`src/rtl/seg_pkg.sv`:
```
// Shared constants for the seven-segment scan controller: segment bit map,
// hex glyph table, blank pattern, scan FSM states and a width helper.
package seg_pkg;

  localparam int SEG_A  = 7;
  localparam int SEG_B  = 6;
  localparam int SEG_C  = 5;
  localparam int SEG_D  = 4;
  localparam int SEG_E  = 3;
  localparam int SEG_F  = 2;
  localparam int SEG_G  = 1;
  localparam int SEG_DP = 0;

  localparam logic [7:0] SEG_BLANK = 8'hFF;

  // Active-high glyphs {a,b,c,d,e,f,g,0}; index is the hex nibble
  localparam logic [7:0] SEG_PAT [16] = '{
    8'hFC, 8'h60, 8'hDA, 8'hF2, 8'h66, 8'hB6, 8'hBE, 8'hE0,
    8'hFE, 8'hF6, 8'hEE, 8'h3E, 8'h9C, 8'h7A, 8'h9E, 8'h8E
  };

  typedef enum logic {
    S_SHOW = 1'b0,
    S_GAP  = 1'b1
  } scan_state_t;

  function automatic int clog2_min1(input int n);
    return (n > 1) ? $clog2(n) : 1;
  endfunction

endpackage

```
`src/rtl/seg_scan_ctrl_if.sv`:
```
// Image-load handshake and display pins of the scan controller.
interface seg_scan_ctrl_if #(
  parameter int DIGITS = 8
);
  // Handshake: an image transfers on every rising clk edge where wr_valid and
  // wr_ready are both 1. The offerer holds wr_valid and the image stable until
  // that edge; wr_ready may drop at any time and never depends on wr_valid.
  logic                wr_valid;
  logic                wr_ready;
  logic [4*DIGITS-1:0] wr_data;
  logic [DIGITS-1:0]   wr_dp;
  logic [DIGITS-1:0]   wr_blank;
  logic [7:0]          seg;
  logic [DIGITS-1:0]   an;
  logic                frame_done;

  modport master (
    output wr_valid, wr_data, wr_dp, wr_blank,
    input  wr_ready, seg, an, frame_done
  );

  modport slave (
    input  wr_valid, wr_data, wr_dp, wr_blank,
    output wr_ready, seg, an, frame_done
  );
endinterface

```
`src/rtl/seg_hex_decode.sv`:
```
// Combinational hex nibble + decimal point to active-low segment byte.
module seg_hex_decode
  import seg_pkg::*;
(
  input  logic [3:0] nib,
  input  logic       dp,
  output logic [7:0] seg_n
);
  logic [7:0] pat;

  always_comb begin
    pat         = SEG_PAT[nib];
    pat[SEG_DP] = dp;
    seg_n       = ~pat;
  end
endmodule

```
`src/rtl/seg_scan_ctrl.sv`:
```
// Time-multiplexed seven-segment scan controller with frame-atomic image commit.
// Define SEG_SCAN_GAP_EN to add a dark anti-ghosting gap after every digit slot.
module seg_scan_ctrl
  import seg_pkg::*;
#(
  parameter int DIGITS  = 8,
  parameter int DIV     = 1000,
  parameter int GAP_CYC = 4
) (
  input  logic           clk,
  input  logic           rst,
  seg_scan_ctrl_if.slave bus,
  output scan_state_t    dbg_state
);
  localparam int IDXW    = clog2_min1(DIGITS);
  localparam int CNT_MAX = (DIV > GAP_CYC) ? DIV : GAP_CYC;
  localparam int CW      = clog2_min1(CNT_MAX);

  logic [CW-1:0]       cnt;
  logic [IDXW-1:0]     idx;
  logic                pend;
  logic [4*DIGITS-1:0] act_data, pnd_data;
  logic [DIGITS-1:0]   act_dp, act_blank, pnd_dp, pnd_blank;
  logic [7:0]          seg_q;
  logic [DIGITS-1:0]   an_q;
  logic                frame_done_q;
  logic                slot_end, wrap, dark;
  logic [3:0]          cur_nib;
  logic                cur_dp, cur_blank;
  logic [7:0]          dec_seg;
  scan_state_t         state;

`ifdef SEG_SCAN_GAP_EN
  // cnt times the show phase (DIV) and then the gap phase (GAP_CYC)
  always_ff @(posedge clk) begin
    if (rst) begin
      state <= S_SHOW;
      cnt   <= '0;
    end else if (state == S_SHOW) begin
      if (cnt == CW'(DIV - 1)) begin
        state <= S_GAP;
        cnt   <= '0;
      end else begin
        cnt <= cnt + CW'(1);
      end
    end else begin
      if (cnt == CW'(GAP_CYC - 1)) begin
        state <= S_SHOW;
        cnt   <= '0;
      end else begin
        cnt <= cnt + CW'(1);
      end
    end
  end

  assign slot_end = (state == S_GAP) && (cnt == CW'(GAP_CYC - 1));
  assign dark     = (state == S_GAP);
`else
  always_ff @(posedge clk) begin
    if (rst || slot_end) cnt <= '0;
    else                 cnt <= cnt + CW'(1);
  end

  assign state    = S_SHOW;
  assign slot_end = (cnt == CW'(DIV - 1));
  assign dark     = 1'b0;
`endif

  assign dbg_state = state;
  assign wrap      = slot_end && (idx == IDXW'(DIGITS - 1));

  always_comb begin
    cur_nib   = '0;
    cur_dp    = 1'b0;
    cur_blank = 1'b1;
    for (int i = 0; i < DIGITS; i++) begin
      if (idx == IDXW'(i)) begin
        cur_nib   = act_data[4*i +: 4];
        cur_dp    = act_dp[i];
        cur_blank = act_blank[i];
      end
    end
  end

  seg_hex_decode u_dec (
    .nib   (cur_nib),
    .dp    (cur_dp),
    .seg_n (dec_seg)
  );

  // Accept and commit are exclusive: accept needs !pend, commit needs pend
  always_ff @(posedge clk) begin
    if (rst) begin
      idx          <= '0;
      pend         <= 1'b0;
      act_data     <= '0;
      act_dp       <= '0;
      act_blank    <= '1;
      pnd_data     <= '0;
      pnd_dp       <= '0;
      pnd_blank    <= '1;
      seg_q        <= SEG_BLANK;
      an_q         <= '1;
      frame_done_q <= 1'b0;
    end else begin
      frame_done_q <= wrap;
      if (slot_end) idx <= wrap ? '0 : idx + IDXW'(1);

      if (bus.wr_valid && !pend) begin
        pnd_data  <= bus.wr_data;
        pnd_dp    <= bus.wr_dp;
        pnd_blank <= bus.wr_blank;
        pend      <= 1'b1;
      end else if (wrap && pend) begin
        act_data  <= pnd_data;
        act_dp    <= pnd_dp;
        act_blank <= pnd_blank;
        pend      <= 1'b0;
      end

      if (dark || cur_blank) begin
        seg_q <= SEG_BLANK;
        an_q  <= '1;
      end else begin
        seg_q <= dec_seg;
        an_q  <= ~(DIGITS'(1) << idx);
      end
    end
  end

  assign bus.wr_ready   = !pend;
  assign bus.seg        = seg_q;
  assign bus.an         = an_q;
  assign bus.frame_done = frame_done_q;
endmodule

```
`src/flat_wrapper.sv`:
```
// flat-port wrapper written by rule: the top's interface ports become plain ports
module seg_scan_ctrl_flat import seg_pkg::*;
#(
  parameter int DIGITS  = 8,
  parameter int DIV     = 1000,
  parameter int GAP_CYC = 4
)
  (clk, rst, dbg_state, bus_wr_valid, bus_wr_data, bus_wr_dp, bus_wr_blank, bus_wr_ready, bus_seg, bus_an, bus_frame_done);
  seg_scan_ctrl_if #(.DIGITS(DIGITS)) bus_i ();
  input  logic clk;
  input  logic rst;
  output scan_state_t dbg_state;
  input wire logic [$bits(bus_i.wr_valid)-1:0] bus_wr_valid;
  input wire logic [$bits(bus_i.wr_data)-1:0] bus_wr_data;
  input wire logic [$bits(bus_i.wr_dp)-1:0] bus_wr_dp;
  input wire logic [$bits(bus_i.wr_blank)-1:0] bus_wr_blank;
  output wire logic [$bits(bus_i.wr_ready)-1:0] bus_wr_ready;
  output wire logic [$bits(bus_i.seg)-1:0] bus_seg;
  output wire logic [$bits(bus_i.an)-1:0] bus_an;
  output wire logic [$bits(bus_i.frame_done)-1:0] bus_frame_done;
  assign bus_i.wr_valid = bus_wr_valid;
  assign bus_i.wr_data = bus_wr_data;
  assign bus_i.wr_dp = bus_wr_dp;
  assign bus_i.wr_blank = bus_wr_blank;
  assign bus_wr_ready = bus_i.wr_ready;
  assign bus_seg = bus_i.seg;
  assign bus_an = bus_i.an;
  assign bus_frame_done = bus_i.frame_done;
  seg_scan_ctrl #(.DIGITS(DIGITS), .DIV(DIV), .GAP_CYC(GAP_CYC)) u_core (.clk(clk), .rst(rst), .bus(bus_i), .dbg_state(dbg_state));
endmodule
```
`config.mk`:
```
export PLATFORM = sky130hd
export DESIGN_NAME = seg_scan_ctrl_flat
export DESIGN_NICKNAME = d
export VERILOG_FILES = /design/src/rtl/seg_pkg.sv /design/src/rtl/seg_scan_ctrl_if.sv /design/src/rtl/seg_hex_decode.sv /design/src/rtl/seg_scan_ctrl.sv /design/src/flat_wrapper.sv
export SDC_FILE = /design/constraint.sdc
export NUM_CORES = 1
export LEC_CHECK = 0
export BUFFER_PORTS_ARGS = -buffer_cell sky130_fd_sc_hd__clkbuf_2
export CAP_MARGIN = 20
export CORE_AREA = 2 2 127 129
export DETAILED_ROUTE_END_ITERATION = 8
export DIE_AREA = 0 0 129 131
export GPL_TIMING_DRIVEN = 0
export PLACE_DENSITY = 0.64
export SLEW_MARGIN = 5
export SYNTH_ARGS = -nofsm -noshare
export SYNTH_HDL_FRONTEND = slang
export SYNTH_SLANG_ARGS = --single-unit
export TNS_END_PERCENT = 50
```
`constraint.sdc`:
```
create_clock -name clk -period 3.1 [get_ports clk]
set_input_delay 0.31 -clock clk [delete_from_list [all_inputs] [get_ports clk]]
set_output_delay 0.31 -clock clk [all_outputs]
set_load 0.05 [all_outputs]
```
==> metrics.md <==
| Metric | Value |
|---|---|
| Die width | `129 microns` |
| Post-CTS setup buffers | `0` |
| Max clock buf depth | `2` |
| Vias in the first global route | `4385` |
| Most frequent cell after synthesis | `nand2_1` |
| Top cells by area, synth | `dfxtp_1, nand2_1, a21oi_1` |
| Fin crit period | `2890 ps` |
| WL final | `12800 microns` |
| Setup TNS | `0 ps` |
| GPL Wtd Cong | `0.883` |
| Most common library cells after synthesis | `nand2_1, dfxtp_1, a21oi_1, nor2_1, clkbuf_1` |
| FILL cells | `1618` |
| DRT iter0 DRCs | `231` |
| First-pass iteration count of the detailed router | `4` |
| Post-synthesis simple-gate area fraction | `25.1%` |
| Fmax | `0.346 GHz` |
| Antenna-violating nets left | `0` |
| RSZ-0062 raised after global routing | `no` |
| Initial antenna violation count | `0` |
| HPWL Detailed | `9360 microns` |
| CTS Buf Count | `17` |
| Global-route wire length before repair | `21700 microns` |
| Largest family of logic cells by synthesized area | `simple AND/OR/NAND/NOR gates` |
| CP arrival | `3220 ps` |
| Hold Fails Final Rpt | `0` |
| CTS clk-pin slew, worst paths | `60 ps` |
| Critical Path Fanout Max | `10` |
| Skew final | `8.02 ps` |
| Synth Area in Compound Gates | `15.5%` |
| # resized after CTS | `0` |
| Synth Area in Adders | `3.27%` |
| Post-Synth XOR/XNOR Area | `1.31%` |
| VDD IR-drop max | `402 uV` |
| Max-cap violations | `0` |
| Number of flops mapped to enable cells by yosys | `0` |
| # H-tree levels | `4` |
| Post-DP Area | `5970 sq um` |
| Clk root buf | `clkbuf_16` |
| Slew Limit Headroom | `61.7%` |
| Fin crit share | `93.2%` |
| Cells after synthesis | `660` |
| Largest net degree at the start of global routing | `17` |
| Post-synthesis mux area share | `0.935%` |
| Num ports | `70` |
| P_leak | `2.59 nW` |
| Setup crit start kind | `register` |
| # hold bufs at CTS | `0` |
| ANT cells | `0` |
| Largest area contributor in the netlist | `dfxtp_1` |
| Total Power Consumption | `3.95 mW` |
| Syn. warnings | `0` |
| Final Setup Violations | `0` |
| GRT overflow | `0` |
| Final nets | `812` |
| Share of Yosys cell area claimed by the top area cell type | `47.5%` |
| Vias per cell | `4.64` |
| Required @ worst endpoint | `3440 ps` |
| Port Buffers | `68` |
| Fraction of registers with async set/reset | `0%` |
| Crit end category | `register` |
| Worst skew pair latency | `410 ps` |
| # rows | `46` |
| Post-Syn Area | `5360 sq um` |
| WL/cell | `13.2 microns` |
| Sequential share of the synthesized area | `47.5%` |
| Non-filler cells in the finished layout | `976` |
| Worst Hold Class | `input port to register` |
| Synth cell types | `52` |
| Synth Flop Type | `dfxtp_1` |
| TritonCTS clock tree | `built` |
| DRC viols | `0` |
| Tot GR Track Use | `16.5%` |
| Via Count | `4532` |
| Area Overhead vs Synth | `23.4%` |
| Pwr dens | `598 nW/um^2` |
| Slew Limit Fails | `0` |
| Die ar. | `16900 sq um` |
| Die H | `131 microns` |
| Avg Cell Area, Syn | `8.11 sq um` |
| Core Box Area | `15600 sq um` |
| Starting Density | `34.3%` |
| Fraction of layout cells with a size suffix above 1 | `18.9%` |
| Outcome | `finished clean` |
| Syn Nets | `725` |
| Final Cell Area | `6610 sq um` |
| Flops & latches, synth | `127` |
| Placed insts | `944` |
| Crit path kind | `register to register` |
| Total clock sinks | `127` |
| Worst Tran Pin Value | `575 ps` |
[layout by cell type (no fill, tap or decap), drive strengths merged, types with 2 or more instances in the layout]
master and n:
nand2 213, dfxtp 127, clkbuf 114, a21oi 98, nor2 26, buf 26
nand3b 20, nand3 16, inv 15, ha 14, o21ai 9, o211ai 6
nor3b 5, nor2b 5, nand4 5, xnor2 5, o221ai 5, o31a 4
nor3 4, clkinv 4, or3 3, xor2 3, bufinv 3, a31oi 3
o31ai 2, a22o 2, or2 2, nand2b 2, a211oi 2, mux2 2
mux2i 2, clkinvlp 2
[report_power, final]
group / total (mW) / internal, mW / switching, mW
sequential: 1.70 / 1.68 / 0.0234
clock: 2.10 / 1.39 / 0.708
combinational: 0.157 / 0.0621 / 0.0953
total: 3.95 / 3.13 / 0.827
[stage by stage]
| stage | hold WS (ps) | worst slack (ps) | util (%) |
|---|---|---|---|
| after floorplan | 409 | 549 | - |
| after global placement | 431 | 51.8 | 38.2 |
| after detailed placement | 438 | 64.0 | 38.2 |
| after CTS | 88.0 | 43.0 | 42.3 |
| after global routing | 115 | 66.1 | 42.4 |
| final | 104 | 212 | 42.4 |
[state kept, by name, indices dropped and copies added (netlist names)]
name,count
u_core.idx,3
u_core.pnd_blank,8
u_core.act_dp,8
u_core.cnt,10
u_core.bus.an,8
u_core.act_blank,8
u_core.pend,1
u_core.bus.frame_done,1
u_core.pnd_data,32
u_core.act_data,32
u_core.bus.seg,8
u_core.pnd_dp,8
[worst max-delay path, cell delays in order (launching register included)]
cell	delay, ps
dfxtp_1	380
buf_6	170
inv_4	80
ha_1	190
buf_2	160
buf_2	200
a2111oi_1	480
o22a_1	240
o21ai_2	120
inv_1	120
ha_1	260
mux2_4	290
o211ai_2	130
[cell type report]
| cell class | count | area (sq um) | area share, % |
|---|---|---|---|
| Clock buffer | 23 | 508 | 7.69 |
| Inverter | 15 | 58.8 | 0.890 |
| Timing Repair Buffer | 68 | 340 | 5.15 |
| Sequential cell | 127 | 2540 | 38.5 |
| Buffer | 49 | 278 | 4.20 |
| Tap cell | 216 | 270 | 4.09 |
| Clock inverter | 9 | 129 | 1.95 |
| Multi-Input combinational cell | 469 | 2480 | 37.5 |
[kinds of logic after synthesis]
kind of cell,count (synthesis)
buffers and inverters,64
muxes,4
other,1
AOI/OAI and AO/OA,137
DFF,127
adders and majority gates,14
xor gates and xnor gates,8
and+or+nand+nor,305
[path summary, 6_finish.rpt]
path	endpoint	from	cells after the start	slack, ps
worst max-delay path	u_core.bus.seg[6]	u_core.idx[2]	12	210
worst min-delay path	u_core.pnd_blank[2]	bus_wr_blank[2]	3	100
worst max register to register	u_core.bus.seg[6]	u_core.idx[2]	12	210
worst min register to register	u_core.cnt[0]	u_core.cnt[0]	1	440
[per-layer routing]
metal | GRT usage, % | up-vias | wire length [microns]
met5 | 0 | - | 0
met2 | 26.8 | 84 | 5950
met4 | 5.18 | 0 | 126
li1 | - | 2371 | -
met3 | 4.52 | 9 | 643
met1 | 21.4 | 2068 | 6110
No activity file was read; power rests on OpenSTA's default activity.
